`src/rtl/shift_add_mul16.sv`:
```
// 16x16 unsigned shift-and-add multiplier that uses a 16-bit carry-lookahead adder.
// Latency: 17 cycles from the accepting start edge to the one-cycle done pulse.
// Backpressure: start is only sampled in IDLE or DONE; it is ignored while busy.

module cla16 (
    input  logic [15:0] a,
    input  logic [15:0] b,
    input  logic        cin,
    output logic [15:0] s,
    output logic        C,
    output logic        G,
    output logic        P
);
    logic [15:0] g;
    logic [15:0] p;
    logic [15:0] c;
    logic [3:0]  gg;
    logic [3:0]  pg;
    logic [4:0]  bc;

    assign g = a & b;
    assign p = a ^ b;

    always_comb begin
        gg = '0;
        pg = '0;
        for (int k = 0; k < 4; k++) begin
            gg[k] = g[4*k+3]
                  | (p[4*k+3] & g[4*k+2])
                  | (p[4*k+3] & p[4*k+2] & g[4*k+1])
                  | (p[4*k+3] & p[4*k+2] & p[4*k+1] & g[4*k]);
            pg[k] = &p[4*k +: 4];
        end
    end

    // Second lookahead level across the four nibble groups.
    always_comb begin
        bc    = '0;
        bc[0] = cin;
        bc[1] = gg[0] | (pg[0] & cin);
        bc[2] = gg[1] | (pg[1] & gg[0]) | (pg[1] & pg[0] & cin);
        bc[3] = gg[2] | (pg[2] & gg[1]) | (pg[2] & pg[1] & gg[0])
              | (pg[2] & pg[1] & pg[0] & cin);
        bc[4] = gg[3] | (pg[3] & gg[2]) | (pg[3] & pg[2] & gg[1])
              | (pg[3] & pg[2] & pg[1] & gg[0])
              | (pg[3] & pg[2] & pg[1] & pg[0] & cin);
    end

    always_comb begin
        c = '0;
        for (int k = 0; k < 4; k++) begin
            c[4*k]   = bc[k];
            c[4*k+1] = g[4*k] | (p[4*k] & bc[k]);
            c[4*k+2] = g[4*k+1] | (p[4*k+1] & g[4*k]) | (p[4*k+1] & p[4*k] & bc[k]);
            c[4*k+3] = g[4*k+2] | (p[4*k+2] & g[4*k+1])
                     | (p[4*k+2] & p[4*k+1] & g[4*k])
                     | (p[4*k+2] & p[4*k+1] & p[4*k] & bc[k]);
        end
    end

    assign s = p ^ c;
    assign C = bc[4];
    assign G = gg[3] | (pg[3] & gg[2]) | (pg[3] & pg[2] & gg[1])
             | (pg[3] & pg[2] & pg[1] & gg[0]);
    assign P = &pg;
endmodule

module shift_add_mul16 (
    input  logic        clk,
    input  logic        rstn,
    input  logic        start,
    input  logic [15:0] a,
    input  logic [15:0] b,
    output logic        busy,
    output logic        done,
    output logic [31:0] p
);
    typedef enum logic [1:0] {
        IDLE = 2'd0,
        RUN  = 2'd1,
        DONE = 2'd2
    } state_t;

    state_t      state;
    state_t      state_next;
    logic [15:0] mcand;
    logic [15:0] hi;
    logic [15:0] lo;
    logic [4:0]  cnt;
    logic [15:0] sum;
    logic        carry;
    logic [1:0]  unused_gp;
    logic        accept;

    cla16 u_cla (
        .a   (hi),
        .b   (lo[0] ? mcand : 16'h0000),
        .cin (1'b0),
        .s   (sum),
        .C   (carry),
        .G   (unused_gp[1]),
        .P   (unused_gp[0])
    );

    assign accept = start && (state == IDLE || state == DONE);

    always_ff @(posedge clk or negedge rstn) begin
        if (!rstn) begin
            state <= IDLE;
        end else begin
            state <= state_next;
        end
    end

    always_comb begin
        state_next = state;
        case (state)
            IDLE:    if (start) state_next = RUN;
            RUN:     if (cnt == 5'd15) state_next = DONE;
            DONE:    state_next = start ? RUN : IDLE;
            default: state_next = IDLE;
        endcase
    end

    always_comb begin
        busy = (state == RUN);
        done = (state == DONE);
    end

    // The adder carry-out becomes hi[15] so the 17-bit partial sum is never truncated.
    always_ff @(posedge clk or negedge rstn) begin
        if (!rstn) begin
            mcand <= '0;
            hi    <= '0;
            lo    <= '0;
            cnt   <= '0;
        end else if (accept) begin
            mcand <= a;
            hi    <= '0;
            lo    <= b;
            cnt   <= '0;
        end else if (state == RUN) begin
            {hi, lo} <= {carry, sum, lo[15:1]};
            cnt      <= cnt + 5'd1;
        end
    end

    assign p = {hi, lo};
endmodule

```
`config.mk`:
```
export PLATFORM = sky130hd
export DESIGN_NAME = shift_add_mul16
export DESIGN_NICKNAME = d
export VERILOG_FILES = /design/src/rtl/shift_add_mul16.sv
export SDC_FILE = /design/constraint.sdc
export NUM_CORES = 1
export LEC_CHECK = 0
export CELL_PAD_IN_SITES_DETAIL_PLACEMENT = 0
export CELL_PAD_IN_SITES_GLOBAL_PLACEMENT = 1
export CORE_ASPECT_RATIO = 0.9
export CORE_UTILIZATION = 42
export DETAILED_ROUTE_END_ITERATION = 12
export PLACE_DENSITY = 0.95
export SLEW_MARGIN = 20
export SYNTH_ARGS = -nofsm -noshare
export SYNTH_HDL_FRONTEND = slang
export SYNTH_HIERARCHICAL = 1
export SYNTH_SLANG_ARGS = --single-unit
```
`constraint.sdc`:
```
create_clock -name clk -period 4.86 [get_ports clk]
set_input_delay 1.215 -clock clk [delete_from_list [all_inputs] [get_ports clk]]
set_output_delay 1.215 -clock clk [all_outputs]
set_load 0.02 [all_outputs]
```
After elaboration in Yosys (flattened, before gate mapping). Index checks and enable logic that the tools add are counted. W data, S select, Z words.

Bits in registers: 55. Word-level logic and storage cells: 132.

Add/subtract/negate cells: 1. Equal/unequal tests: 5. Mux-type cells: 11. Bitwise operators: 102. Reductions and logical operators: 8.

Operators with widths (number): $mux W16 (5); $and A1 B1 Y1 (60); $or A1 B1 Y1 (39); $xor A16 B16 Y16 (2); $and A16 B16 Y16 (1); $reduce_and A4 Y1 (3); $mux W5 (2); $pmux W2 S3 (1); $add A5 B1 Y5 const B (1); $eq A5 B4 Y1 const B (1); $mux W2 (2); $eq A2 B1 Y1 const B (1); $eq A2 B2 Y1 const B (1); $logic_not A2 Y1 (1); $ne A2 B1 Y1 const B (1); $ne A2 B2 Y1 const B (1); $reduce_and A2 Y1 (1); $reduce_bool A2 Y1 (1); $logic_and A1 B1 Y1 (1); $logic_or A1 B1 Y1 (1); $mux W1 (1).

Depth between registers and ports, before layout.
Depth after elaboration: 14. Gate-level depth with buffers: 10.

Cells and area by module. The synthesis kept the hierarchy.

By module, submodules not included: shift_add_mul16 (instances 1, cells each 234, area an instance 2439.8 sq um, seq. area each 1376.3 sq um); cla16 (instances 1, cells each 100, area an instance 828.3 sq um, seq. area each 0.0 sq um).

Least setup slack after synthesis. Ideal clock, no wire load.

Kind: flip-flop to flip-flop. From: register lo[0]. To: register hi[12]. Setup time: 0.121 ns. Data arrival time: 2.608 ns. Data required time: 4.739 ns. Slack: 2.131 ns. Stages on the path, launching flop included: 11. Buffers on the path: 1. Clock period less this slack: 2.729 ns. Path through: dfrtp_1 > clkbuf_1 > and2_1 > ha_1 > nand2_1 > o21ai_0 > a221o_1 > nor2_1 > fa_1 > xnor2_1 > a22o_1.

Longest elaborated chain between the ends: 14. Elaborated cells on any way between the ends: 39. Classes of those cells: 3 x mux; 34 x bitwise; 2 x reduce/logical.

RTL lines: start: declaration (RTL line 88) `logic [15:0] lo;`; start signal: assignment (RTL line 143) `{hi, lo} <= {carry, sum, lo[15:1]};`; $mux W16 * (RTL line 97) `.b (lo[0] ? mcand : 16'h0000),`; $xor A16 B16 Y16 or $and A16 B16 Y16 (tied branches) (RTL line 22, 21); $and A1 B1 Y1, on equally long branches (RTL line 29, 30, 31); $or A1 B1 Y1, or another cell as far along (RTL line 29) `| (p[4*k+3] & g[4*k+2])`; $or A1 B1 Y1 or $and A1 B1 Y1 (tied branches) (RTL line 30, 31); $or A1 B1 Y1 (RTL line 31) `| (p[4*k+3] & p[4*k+2] & p[4*k+1] & g[4*k]);`; $and A1 B1 Y1 (RTL line 42) `bc[3] = gg[2] | (pg[2] & gg[1]) | (pg[2] & pg[1] & gg[0])`; $or A1 B1 Y1 (2 in series) (RTL line 42); $and A1 B1 Y1 (RTL line 53) `c[4*k+1] = g[4*k] | (p[4*k] & bc[k]);`; $or A1 B1 Y1 (RTL line 53); $xor A16 B16 Y16 * (RTL line 61) `assign s = p ^ c;`; via sum[13] (RTL line 90) `logic [15:0] sum;`; $mux W16 * (RTL line 142) `end else if (state == RUN) begin`; $mux W16 * (RTL line 137) `end else if (accept) begin`; end signal: assignment (RTL line 143); end: declaration (RTL line 87) `logic [15:0] hi;`.

The timed path passes the listed nets; every way through them passes the cells marked *. The select of a mux whose other input is x is not followed. A chain may end at the register's enable or synchronous reset.

Final worst setup path.
From: register state[1]. To: output busy.

Longest elaborated chain between the ends: 1.

RTL lines: start: declaration (RTL line 84) `state_t state;`; start signal: assignment (RTL line 111) `state <= state_next;`; $eq A2 B1 Y1 (RTL line 126) `busy = (state == RUN);`; end: declaration (RTL line 74) `output logic busy,`.

Every way passes these cells.

==> flow_summary_export.csv <==
group,metric,value,unit
yosys,ys_seq_area_frac,0.421,
drt,via_per_inst,5.27,
yosys,netlist_instances,334,
timing,fin_skew,0.0131,ns
cells_and_area,drive_gt1_frac,0.0930,
clocking,numCtsBuffers,5,
clocking,post_cts_resized,0,
worst_setup_path,cpPeakStageDelay,0.70,ns
yosys,avgSynthCellArea,9.78,um^2
worst_setup_path,arrival,2.30,ns
drt,ant_nets,0,
timing,hold_viol_final,0,
timing,relSlewSlack,0.356,
worst_setup_path,crit_path_cell_trace,"nand2b_2 -> inv_4 -> clkdlybuf4s50_1",
grt,grt_pass1_vias,2498,
pwr,finalPower,3.15,mW
yosys,ys_ff_latch,55,
flow_run,cap_violations,0,
die,die_w,95.0,um
placement,globalplace.congestion,0.824,
cells_and_area,antennaDiodeCount,0,
worst_setup_path,crit_type,"flop to output pin",
drt,wire_per_inst,14.7,um
timing,fin_crit,3.52,ns
die,die_y,85.7,um
pwr,p_comb_frac,0.602,
drt,num_vias,2603,
drt,wirelength,7.26,mm
yosys,synth_edf_count,0,
grt,grt_overflow_total,0,
cells_and_area,final_cell_mix,"72 x nand2_1, 67 x clkdlybuf4s50_1, 55 x dfrtp_1",
cells_and_area,final_core_util,0.543,
grt,grt_use_total,0.186,
clocking,cts_tree,"yes",
timing,post-route-period-util,0.724,
die,initial_core_util,0.433,
pwr,p_per_area,769,mW/mm^2
pwr,pwr-share-seq,0.284,
worst_setup_path,critPathBufInv,2,
die,die_area,0.00814,mm^2
timing,setup_tns,0,ns
grt,grt_antenna_before_repair,0,
clocking,cts_buffer_depth,2,
pwr,clock_power_share,0.115,
drt,drt_iter0_markers,170,
grt,grt_max_degree,56,
timing,setup_violations,0,
pwr,p_int,1.79,mW
placement,numPortBuffers,68,
cells_and_area,fin_nets,454,
clocking,clkTransAtPathRegs,0.11,ns
drt,drc,0,
yosys,syn_area,0.00327,mm^2
yosys,ys_async_sr_fraction,1.00,
placement,dp_hpwl,5.14,mm
cells_and_area,syn2layout_area_growth,25.3,%
timing,worstMarginPinSlew,0.965,ns
yosys,synthFlopType,"dfrtp_1",
die,design.core.area,0.00754,mm^2
pwr,peakVddDrop,0.281,mV
drt,first_pass_iters,4,
die,io_pins,69,
worst_setup_path,crit_slowest_cell,"clkdlybuf4s50_1",
timing,maxSlewViolCount,0,
timing,timing.fmax,284,MHz
clocking,clock_latency,0.32,ns
clocking,cts_sinks,55,
pwr,p_leak,1.88,nW
timing,rsz0062_at_grt,"false",
pwr,switching_share,0.432,
status,outcome,"finished, final reports clean",
clocking,htreeDepth,2,
yosys,yosys_warnings,6,
cells_and_area,mostFrequentLayoutCell,"nand2_1",
worst_setup_path,cp-start-kind,"flop",
worst_setup_path,worstPathRequired,3.64,ns
die,rows,30,
worst_setup_path,critPathTopFamily,"buffers and inverters",
clocking,cts_setup_buffers,0,
yosys,yosys.cell_types.count,55,
worst_setup_path,crit_fanout,38,
clocking,cts_root_buf,"clkbuf_8",
pwr,switching_power,1.36,mW
worst_setup_path,critPathCaptureType,"output pin",
grt,grt_first_pass_wirelength,11.8,mm
clocking,ctsHoldBuffers,0,
min_path,hold_class,"flop to flop",
## power groups by stage
stage / logic (mW) / clock network [mW] / registers [mW]
floorplan: 1.26 / 0 / 1.01
global placement: 1.83 / 0 / 0.901
detailed placement: 1.89 / 0 / 0.902
CTS: 1.91 / 0.364 / 0.896
global route: 2.07 / 0.386 / 0.927
finish: 1.89 / 0.361 / 0.894
## final timing paths
check	from	to	slack (ns)	cells past startpoint
min	mcand[8]	mcand[8]	0.47	2
min in group asynchronous	rstn	lo[13]	0.99	2
max in group asynchronous	rstn	hi[6]	3.37	2
min reg2reg	mcand[8]	mcand[8]	0.47	2
max	state[1]	busy	1.34	3
max reg2reg	lo[0]	hi[12]	1.88	9
## state kept, by name (all words and copies together) (netlist names)
signal / count
mcand: 16
lo: 16
state: 2
hi: 16
cnt: 5
## through the flow
step / cells / instance area (um^2) / hold slack, ns / setup WS (ns)
after global placement: 486 / 3960 / 0.452 / 1.74
after floorplan: 337 / 3280 / 0.437 / 2.13
after CTS: 494 / 4090 / 0.477 / 1.35
final: 494 / 4090 / 0.473 / 1.34
after detailed placement: 486 / 3960 / 0.455 / 1.71
after global routing: 494 / 4090 / 0.486 / 1.23
## worst reg2reg max path: cells and delay by family, from the launching register on
kind	cells	cell delay, ns
flip-flops	1	0.60
XOR/XNOR	1	0.14
adder cells (fa/ha/maj)	2	0.73
AO/OA/AOI/OAI	4	1.11
AND/OR/NAND/NOR	2	0.31
## cells in the mapped netlist (4+ instances only)
cell type | n | share of area
nand3_1 | 6 | 0.0092
xnor2_1 | 6 | 0.016
dfrtp_1 | 55 | 0.42
and2_1 | 18 | 0.034
buf_4 | 5 | 0.011
a21o_1 | 8 | 0.018
a31oi_1 | 8 | 0.015
ha_1 | 18 | 0.069
a31oi_2 | 9 | 0.034
nand2_2 | 9 | 0.017
nor2_1 | 16 | 0.018
a22o_1 | 17 | 0.046
a21oi_1 | 8 | 0.012
fa_1 | 4 | 0.025
inv_1 | 11 | 0.013
buf_2 | 5 | 0.0077
nand2_1 | 72 | 0.083
## metal layers
metal,routed length [um],up-vias,track usage,part of all wire
li1,-,1287,-,-
met1,3470,1262,0.270,0.48
met2,3440,49,0.293,0.47
met3,288,5,0.0319,0.040
met4,60,0,0.0386,0.0083
met5,0,-,0,0
## layout make-up
cell class	count	area [um^2]
timing repair buffer	69	683
multi-input combinational	254	1730
clock inverter	2	60.1
sequential	55	1380
tap	96	120
clock buffer	6	72.6
inverter	12	47.5
fill	677	3450
## cell families (layout without fill, tap and decap cells)
logic type                 after synthesis  in the layout  synth area share
AOI/OAI and AO/OA                       78             78             0.198
xor gates and xnor gates                 9              9            0.0241
adders and majority gates               22             22            0.0934
buffers and inverters                   28             89            0.0525
DFF                                     55             55             0.421
muxes                                    3              3           0.00957
other                                    1              4           0.00115
and+or+nand+nor                        138            138             0.200
(Power assumes the default switching activity.)
